[src/rtl/acc_apb_master_if.sv]
// Command/response and APB bus bundle for the accelerator APB initiator.
// The master modport is the initiator's view; slave is the requester/APB target side.
interface acc_apb_master_if #(
   parameter int APB_ADDR_WIDTH = 13
);
   logic                      cmd_valid;
   logic                      cmd_ready;
   logic                      cmd_write;
   logic [APB_ADDR_WIDTH-1:0] cmd_addr;
   logic [31:0]               cmd_wdata;
   logic                      rsp_valid;
   logic [31:0]               rsp_rdata;
   logic                      rsp_err;
   logic                      rsp_timeout;
   logic                      busy;
   logic [APB_ADDR_WIDTH-1:0] PADDR;
   logic [31:0]               PWDATA;
   logic                      PWRITE;
   logic                      PSEL;
   logic                      PENABLE;
   logic [31:0]               PRDATA;
   logic                      PREADY;
   logic                      PSLVERR;

   modport master (
      input  cmd_valid, cmd_write, cmd_addr, cmd_wdata, PRDATA, PREADY, PSLVERR,
      output cmd_ready, rsp_valid, rsp_rdata, rsp_err, rsp_timeout, busy,
             PADDR, PWDATA, PWRITE, PSEL, PENABLE
   );

   modport slave (
      output cmd_valid, cmd_write, cmd_addr, cmd_wdata, PRDATA, PREADY, PSLVERR,
      input  cmd_ready, rsp_valid, rsp_rdata, rsp_err, rsp_timeout, busy,
             PADDR, PWDATA, PWRITE, PSEL, PENABLE
   );
endinterface

[src/rtl/acc_apb_master.sv]
// APB initiator: one command at a time, SETUP then ACCESS, honours PREADY
// wait states and aborts a stuck ACCESS after TIMEOUT_CYCLES (0 = never).
//
// state  | meaning
// IDLE   | ready for a command, PSEL low
// SETUP  | PSEL high, PENABLE low, exactly one cycle
// ACCESS | PSEL and PENABLE high, waiting for PREADY or timeout
module acc_apb_master #(
   parameter int APB_ADDR_WIDTH = 13,
   parameter int TIMEOUT_CYCLES = 256,
   parameter int CNT_WIDTH      = 9
) (
   input  logic                   HCLK,
   input  logic                   HRESETn,
   acc_apb_master_if.master       bus
);

   typedef enum logic [1:0] {IDLE, SETUP, ACCESS} state_t;

   localparam logic [CNT_WIDTH-1:0] TO_LIM = CNT_WIDTH'(TIMEOUT_CYCLES);

   state_t                    state, state_n;
   logic                      psel, psel_n, penable, penable_n, pwrite, pwrite_n;
   logic [APB_ADDR_WIDTH-1:0] paddr, paddr_n;
   logic [31:0]               pwdata, pwdata_n, rsp_rdata, rsp_rdata_n;
   logic                      rsp_valid, rsp_valid_n, rsp_err, rsp_err_n;
   logic                      rsp_to, rsp_to_n, busy;
   logic [CNT_WIDTH-1:0]      wait_cnt, cnt_n, cnt_inc;

   // saturating increment so a disabled timeout can never wrap the counter
   assign cnt_inc = (wait_cnt == '1) ? wait_cnt : wait_cnt + CNT_WIDTH'(1);

   always_comb begin
      state_n     = state;
      psel_n      = psel;
      penable_n   = penable;
      pwrite_n    = pwrite;
      paddr_n     = paddr;
      pwdata_n    = pwdata;
      rsp_valid_n = 1'b0;
      rsp_rdata_n = rsp_rdata;
      rsp_err_n   = rsp_err;
      rsp_to_n    = rsp_to;
      cnt_n       = wait_cnt;
      case (state)
         IDLE: begin
            if (bus.cmd_valid) begin
               paddr_n   = bus.cmd_addr;
               pwrite_n  = bus.cmd_write;
               pwdata_n  = bus.cmd_write ? bus.cmd_wdata : 32'h0;
               psel_n    = 1'b1;
               penable_n = 1'b0;
               cnt_n     = '0;
               state_n   = SETUP;
            end
         end
         SETUP: begin
            penable_n = 1'b1;
            state_n   = ACCESS;
         end
         ACCESS: begin
            // completion takes priority over a timeout on the same edge
            if (bus.PREADY) begin
               psel_n      = 1'b0;
               penable_n   = 1'b0;
               rsp_valid_n = 1'b1;
               rsp_rdata_n = pwrite ? 32'h0 : bus.PRDATA;
               rsp_err_n   = bus.PSLVERR;
               rsp_to_n    = 1'b0;
               cnt_n       = '0;
               state_n     = IDLE;
            end else begin
               cnt_n = cnt_inc;
               if ((TIMEOUT_CYCLES != 0) && (cnt_inc == TO_LIM)) begin
                  psel_n      = 1'b0;
                  penable_n   = 1'b0;
                  rsp_valid_n = 1'b1;
                  rsp_rdata_n = 32'h0;
                  rsp_err_n   = 1'b1;
                  rsp_to_n    = 1'b1;
                  cnt_n       = '0;
                  state_n     = IDLE;
               end
            end
         end
         default: begin
            psel_n    = 1'b0;
            penable_n = 1'b0;
            state_n   = IDLE;
         end
      endcase
   end

   always_ff @(posedge HCLK or negedge HRESETn) begin
      if (!HRESETn) begin
         state     <= IDLE;
         psel      <= 1'b0;
         penable   <= 1'b0;
         pwrite    <= 1'b0;
         paddr     <= '0;
         pwdata    <= '0;
         rsp_valid <= 1'b0;
         rsp_rdata <= '0;
         rsp_err   <= 1'b0;
         rsp_to    <= 1'b0;
         busy      <= 1'b0;
         wait_cnt  <= '0;
      end else begin
         state     <= state_n;
         psel      <= psel_n;
         penable   <= penable_n;
         pwrite    <= pwrite_n;
         paddr     <= paddr_n;
         pwdata    <= pwdata_n;
         rsp_valid <= rsp_valid_n;
         rsp_rdata <= rsp_rdata_n;
         rsp_err   <= rsp_err_n;
         rsp_to    <= rsp_to_n;
         busy      <= (state_n != IDLE);
         wait_cnt  <= cnt_n;
      end
   end

   assign bus.cmd_ready   = (state == IDLE);
   assign bus.PSEL        = psel;
   assign bus.PENABLE     = penable;
   assign bus.PWRITE      = pwrite;
   assign bus.PADDR       = paddr;
   assign bus.PWDATA      = pwdata;
   assign bus.rsp_valid   = rsp_valid;
   assign bus.rsp_rdata   = rsp_rdata;
   assign bus.rsp_err     = rsp_err;
   assign bus.rsp_timeout = rsp_to;
   assign bus.busy        = busy;

endmodule

[src/flat_wrapper.sv]
// flat-port wrapper written by rule: the top's interface ports become plain ports
module acc_apb_master_flat 
#(
   parameter int APB_ADDR_WIDTH = 13,
   parameter int TIMEOUT_CYCLES = 256,
   parameter int CNT_WIDTH      = 9
)
  (HCLK, HRESETn, bus_cmd_valid, bus_cmd_write, bus_cmd_addr, bus_cmd_wdata, bus_PRDATA, bus_PREADY, bus_PSLVERR, bus_cmd_ready, bus_rsp_valid, bus_rsp_rdata, bus_rsp_err, bus_rsp_timeout, bus_busy, bus_PADDR, bus_PWDATA, bus_PWRITE, bus_PSEL, bus_PENABLE);
  acc_apb_master_if #(.APB_ADDR_WIDTH(APB_ADDR_WIDTH)) bus_i ();
  input  logic HCLK;
  input  logic HRESETn;
  input wire logic [$bits(bus_i.cmd_valid)-1:0] bus_cmd_valid;
  input wire logic [$bits(bus_i.cmd_write)-1:0] bus_cmd_write;
  input wire logic [$bits(bus_i.cmd_addr)-1:0] bus_cmd_addr;
  input wire logic [$bits(bus_i.cmd_wdata)-1:0] bus_cmd_wdata;
  input wire logic [$bits(bus_i.PRDATA)-1:0] bus_PRDATA;
  input wire logic [$bits(bus_i.PREADY)-1:0] bus_PREADY;
  input wire logic [$bits(bus_i.PSLVERR)-1:0] bus_PSLVERR;
  output wire logic [$bits(bus_i.cmd_ready)-1:0] bus_cmd_ready;
  output wire logic [$bits(bus_i.rsp_valid)-1:0] bus_rsp_valid;
  output wire logic [$bits(bus_i.rsp_rdata)-1:0] bus_rsp_rdata;
  output wire logic [$bits(bus_i.rsp_err)-1:0] bus_rsp_err;
  output wire logic [$bits(bus_i.rsp_timeout)-1:0] bus_rsp_timeout;
  output wire logic [$bits(bus_i.busy)-1:0] bus_busy;
  output wire logic [$bits(bus_i.PADDR)-1:0] bus_PADDR;
  output wire logic [$bits(bus_i.PWDATA)-1:0] bus_PWDATA;
  output wire logic [$bits(bus_i.PWRITE)-1:0] bus_PWRITE;
  output wire logic [$bits(bus_i.PSEL)-1:0] bus_PSEL;
  output wire logic [$bits(bus_i.PENABLE)-1:0] bus_PENABLE;
  assign bus_i.cmd_valid = bus_cmd_valid;
  assign bus_i.cmd_write = bus_cmd_write;
  assign bus_i.cmd_addr = bus_cmd_addr;
  assign bus_i.cmd_wdata = bus_cmd_wdata;
  assign bus_i.PRDATA = bus_PRDATA;
  assign bus_i.PREADY = bus_PREADY;
  assign bus_i.PSLVERR = bus_PSLVERR;
  assign bus_cmd_ready = bus_i.cmd_ready;
  assign bus_rsp_valid = bus_i.rsp_valid;
  assign bus_rsp_rdata = bus_i.rsp_rdata;
  assign bus_rsp_err = bus_i.rsp_err;
  assign bus_rsp_timeout = bus_i.rsp_timeout;
  assign bus_busy = bus_i.busy;
  assign bus_PADDR = bus_i.PADDR;
  assign bus_PWDATA = bus_i.PWDATA;
  assign bus_PWRITE = bus_i.PWRITE;
  assign bus_PSEL = bus_i.PSEL;
  assign bus_PENABLE = bus_i.PENABLE;
  acc_apb_master #(.APB_ADDR_WIDTH(APB_ADDR_WIDTH), .TIMEOUT_CYCLES(TIMEOUT_CYCLES), .CNT_WIDTH(CNT_WIDTH)) u_core (.HCLK(HCLK), .HRESETn(HRESETn), .bus(bus_i));
endmodule
[config.mk]
export PLATFORM = sky130hd
export DESIGN_NAME = acc_apb_master_flat
export DESIGN_NICKNAME = d
export VERILOG_FILES = /design/src/rtl/acc_apb_master_if.sv /design/src/rtl/acc_apb_master.sv /design/src/flat_wrapper.sv
export SDC_FILE = /design/constraint.sdc
export NUM_CORES = 1
export LEC_CHECK = 0
export BUFFER_PORTS_ARGS = -buffer_cell sky130_fd_sc_hd__buf_2
export CAP_MARGIN = 20
export CORE_MARGIN = 5
export CORE_UTILIZATION = 47
export DETAILED_ROUTE_END_ITERATION = 10
export PLACE_DENSITY = 0.81
export SLEW_MARGIN = 10
export SYNTH_ARGS = -nofsm -noshare
export SYNTH_HDL_FRONTEND = slang
export SYNTH_SLANG_ARGS = --single-unit
[constraint.sdc]
create_clock -name HCLK -period 3.5 [get_ports HCLK]
set_input_delay 0.7 -clock HCLK [delete_from_list [all_inputs] [get_ports HCLK]]
set_output_delay 0.7 -clock HCLK [all_outputs]
set_load 0.005 [all_outputs]
Word level (Yosys, flattened, before mapping):

Cells that the tools add are included.

* register bits after elaboration: 95
* bits of input ports: 83
* output and inout port bits: 85
* logic and storage cells: 54

* $add $sub $neg: 1
* equality and inequality tests: 6
* muxes and demuxes: 25
* bitwise operators: 1
* reduce and logical (&&, ||, !) cells: 9

Operator list (number)
* 2-to-1 mux 32 bit: 4
* 2-to-1 mux 9 bit: 4
* equality test 9 bit, second input constant: 2
* case mux 9 bit (2 select lines): 1
* 2-to-1 mux 1 bit: 10
* adder 9 x 1 -> 9 bit, second input constant: 1
* AND reduction 2 bit: 4
* 2-to-1 mux 2 bit: 3
* case mux 1 bit (3 select lines): 2
* case mux 2 bit (3 select lines): 1
* nonzero test 2 bit: 3
* != test 3 x 2 -> 1 bit, second input constant: 1
* AND reduction 3 bit: 1
* equality test 2 x 1 -> 1 bit, second input constant: 1
* equality test 2 bit, second input constant: 1
* zero test 2 bit: 1
* != test 2 bit, second input constant: 1
* NOT 1 bit: 1

Depth between registers and ports, before layout:

* word-level depth: 7
* mapped depth: 8
* depth with buffers taken out: 6

Least setup slack after synthesis:

Ideal clock, no wire load.

* path kind: flip-flop to flip-flop
* start: register u_core.wait_cnt[0]
* end: register u_core.busy (netlist: u_core.bus.busy)
* setup time: 130 ps
* arrival: 1786 ps
* required time: 3370 ps
* slack: 1584 ps
* cell stages (with the launch flop): 9
* path buffers: 2
* period minus slack after synthesis: 1916 ps
* cells stage by stage: dfrtp_1 ha_1 or3_1 o21ai_0 o2111ai_1 nor3_2 buf_4 buf_6 o22ai_1

* cells in the longest elaborated chain, start to end: 7
* elaborated cells between the ends (all ways): 8
* those cells by class: add/sub: 1; eq/ne: 2; mux: 4; reduce/logical: 1

RTL lines
* from (decl): line acc_apb_master.sv:28 `logic [CNT_WIDTH-1:0] wait_cnt, cnt_n, cnt_inc;`
* from (signal assigned): line acc_apb_master.sv:120 `wait_cnt <= cnt_n;`
* adder 9 x 1 -> 9 bit or equality test 9 bit (tied branches): line acc_apb_master.sv:31 `assign cnt_inc = (wait_cnt == '1) ? wait_cnt : wait_cnt + CNT_WIDTH'(1);`
* 2-to-1 mux 9 bit (*): line acc_apb_master.sv:31
* equality test 9 bit (*): line acc_apb_master.sv:74 `if ((TIMEOUT_CYCLES != 0) && (cnt_inc == TO_LIM)) begin`
* 2-to-1 mux 2 bit (*): line acc_apb_master.sv:74
* 2-to-1 mux 2 bit (*): line acc_apb_master.sv:63 `if (bus.PREADY) begin`
* case mux 2 bit (3 select lines) (*): line acc_apb_master.sv:45 `case (state)`
* nonzero test 2 bit (*): line acc_apb_master.sv:119 `busy <= (state_n != IDLE);`
* to (signal assigned): line acc_apb_master.sv:119
* to (decl): line acc_apb_master.sv:27 `logic rsp_to, rsp_to_n, busy;`

Mark *: on every way between the ends. The rest lies on a longest branch, timed or not.
A chain may end at the register's enable or synchronous reset.

Worst setup path after layout:

* start: register u_core.wait_cnt[0]
* end: register u_core.psel (netlist: u_core.bus.PSEL)

* cells in the longest elaborated chain, start to end: 5
* elaborated cells between the ends (all ways): 6
* those cells by class: add/sub: 1; eq/ne: 3; mux: 1; reduce/logical: 1

RTL lines
* adder 9 x 1 -> 9 bit or equality test 9 bit (tied branches): line acc_apb_master.sv:31
* 2-to-1 mux 9 bit (*): line acc_apb_master.sv:31
* equality test 9 bit (*): line acc_apb_master.sv:74
* != test 3 x 2 -> 1 bit (no source line) (*)
* AND reduction 3 bit (no source line) (*)
* to (signal assigned): line acc_apb_master.sv:110 `psel <= psel_n;`
* to (decl): line acc_apb_master.sv:23 `logic psel, psel_n, penable, penable_n, pwrite, pwrite_n;`

Marks and branches as above.

==> results.toml <==
[cts]
clockBufferDepth = 2
post_cts_resized = 0
path_clk_slew_ps = 90
cts_sinks = 95
clock_latency_ps = 350
root_buffer = "clkbuf_8"
post_cts_buffers = 0
postCtsHoldBufs = 0
h-tree-depth = 3
cts-buffers-inserted = 9
cts_tree = "yes"

[floorplan]
num_rows = 34
die_w_microns = 104
dieArea_sq_um = 10800
coreArea_sq_um = 8680
die_height_microns = 104
floorplan.initialDensity_pct = 48.0
ioPinCount = 168

[worst_setup_path]
worst-path-buf-inv = 1
path_depth = 7
rr_worst_depth = 7
critPathLaunchType = "register"
worstPathRequired_ps = 3710
cp_cell_sequence = "ha_1 -> or3_1 -> o21ai_0 -> o2111ai_1 -> nor3_4 -> buf_4 -> o221ai_1"
rrSetupSlack_ps = 1270
worstPathArrival_ps = 2440
r2r_end = "u_core.bus.PSEL"
cp-end-kind = "register"
critPathLaunch = "u_core.wait_cnt[0]"
crit_end = "u_core.bus.PSEL"
path_delay_family = "simple AND/OR/NAND/NOR gates"
crit-reg2reg-launch = "u_core.wait_cnt[0]"
path_max_fanout = 39
cpPeakStageDelay_ps = 450
criticalPathCategory = "register to register"
crit_slowest_cell = "dfrtp_1"

[flow_run]
maxCapViolations = 0

[sta]
finalSetupViolCount = 0
period_needed_ps = 2230
tns_ps = 0
worstMarginPinSlew_ps = 799
rsz0062_at_grt = "no"
slew_headroom_pct = 46.7
final_max_slew_viol_count = 0
skew_ps = 11.2
hold_viol = 0
fmax_mhz = 449
period_share_pct = 63.6

[power]
p_int_mw = 2.68
p_switching_mw = 1.45
p_leak_nw = 2.57
switching_share_pct = 35.1
powerDensity_nw_per_um2 = 781
peakVddDrop_v = 0.000338
seqPwrFrac_pct = 45.5
p_clk_share_pct = 17.7
pwr-share-comb_pct = 36.7
p_total_mw = 4.13

[placed_design]
hpwl_mm = 7.55
dp_cells = 669
placed_area_sq_um = 5060
port_buffers = 167
gp_congestion = 0.896

[status]
status = "finished, final reports clean"

[global_route]
grt_overflow = 0
grt_pass1_wl_mm = 17.6
antenna_found_initial = 0
grt_usage_pct = 19.1
grt_max_degree = 65
grt_pass1_vias = 3654

[routing]
avgViaCountPerCell = 5.33
wl_per_cell_microns = 15.3
num_vias = 3659
wl_mm = 10.5
drc = 0
drt-pass1-iter-count = 4
drt_iter0_drc = 131
detail-route-antenna-nets = 0

[final_layout]
fin_util_pct = 60.9
final_area_sq_um = 5280
fill_cells = 767
diodes = 0
nets = 657
layout-drive-gt1-share_pct = 35.8
instances_no_fill = 686
syn2layout_area_growth_pct = 26.8

[logic_synthesis]
yosysWarnings = 0
synth_common_cells = "dfrtp_1, nand2_1, o21ai_0"
synth_edf_count = 0
ys_types = 40
synth_cells = 419
synthesis.nets = 503
ys_ff_latch = 95
seq_area_frac_synth_pct = 57.1
ys_top_cells_by_area = "dfrtp_1, o21ai_0, nand2_1, a22oi_1, nand2b_1"
ys.flop_type = "dfrtp_1"
async_flop_share_pct = 100
synth_largest_area_cell = "dfrtp_1"
synth_top_area_share_pct = 57.1
yosysMostFrequentCell = "dfrtp_1"
avgSynthCellArea_sq_um = 9.94
syn-cell-area_sq_um = 4170

[worst_hold_path]
hold_class = "input pin to async pin"
==> per-stage QoR <==
stage | hold WS (ps) | setup slack (ps)
final | 434 | 1270
after global routing | 481 | 1090
after CTS | 460 | 1240
after detailed placement | 465 | 1040
after global placement | 456 | 1120
after floorplan | 404 | 1580
==> routing by layer <==
layer / wire length [microns] / GRT usage, % / vias up
li1: - / - / 1757
met1: 4530 / 25.4 / 1729
met2: 4850 / 30.0 / 153
met3: 860 / 6.21 / 20
met4: 216 / 5.74 / 0
met5: 0 / 0 / -
==> state kept, by name (all words and copies together), names as in the netlist <==
name,flops
u_core.state,2
u_core.wait_cnt,9
u_core.bus.PWRITE,1
u_core.bus.rsp_timeout,1
u_core.bus.PWDATA,32
u_core.bus.rsp_valid,1
u_core.bus.busy,1
u_core.bus.rsp_err,1
u_core.bus.rsp_rdata,32
u_core.bus.PENABLE,1
u_core.bus.PSEL,1
u_core.bus.PADDR,13
==> worst reg2reg max path, cell delays in order, from the launching register on <==
cell and delay (ps):
dfrtp_1 450, ha_1 300, or3_1 320, o21ai_0 80, o2111ai_1 200, nor3_4 210
buf_4 340, o221ai_1 180
==> how the worst min path moves through the flow <==
| stage | endpoint | slack, ps |
|---|---|---|
| 2_1_floorplan | u_core.bus.PADDR[0] | 400 |
| 3_3_place_gp | u_core.bus.PWDATA[13] | 460 |
| 3_5_place_dp | u_core.bus.PWDATA[19] | 460 |
| 4_1_cts | u_core.bus.PWDATA[17] | 460 |
| 5_1_grt | u_core.bus.PWDATA[17] | 480 |
| 6_report | u_core.bus.rsp_rdata[28] | 430 |
==> placed cells by master (no fill, tap or decap), drive strengths merged, types with 3 or more instances in the layout <==
cell type	n
buf	174
a21oi	9
mux2	14
o22ai	3
or3	3
a22oi	33
nand2b	33
a22o	3
inv	6
nor2	10
o21ai	71
nor3	3
dfrtp	95
nand2	81
clkbuf	12
==> cell type report <==
cell class	count	area [sq um]	share of cell area [%]
Tap cell	108	135	2.56
Inverter	5	18.8	0.355
Sequential cell	95	2380	45.0
Multi-Input combinational cell	288	1650	31.2
Clock buffer	12	145	2.75
Clock inverter	4	53.8	1.02
Timing Repair Buffer	174	903	17.1
==> logic make-up (layout without fill, tap and decap cells) <==
logic type / Yosys count / in the layout / share of synthesized area (%)
simple gates: 140 / 140 / 15.8
compound gates: 131 / 131 / 19.1
flops: 95 / 95 / 57.1
buf+inv: 36 / 195 / 3.60
mux: 14 / 14 / 3.78
xor+xnor: 2 / 2 / 0.420
fa+ha+maj: 1 / 1 / 0.300
==> power groups by stage <==
stage                     clock (mW)  sequential [mW]  combinational, mW
after floorplan                    0             1.90              0.775
after global placement             0             1.87               1.47
after detailed placement           0             1.90               1.53
after CTS                      0.749             1.88               1.53
after global routing           0.802             1.95               1.71
final                          0.732             1.88               1.52
No activity file was read; power rests on OpenSTA's default activity.
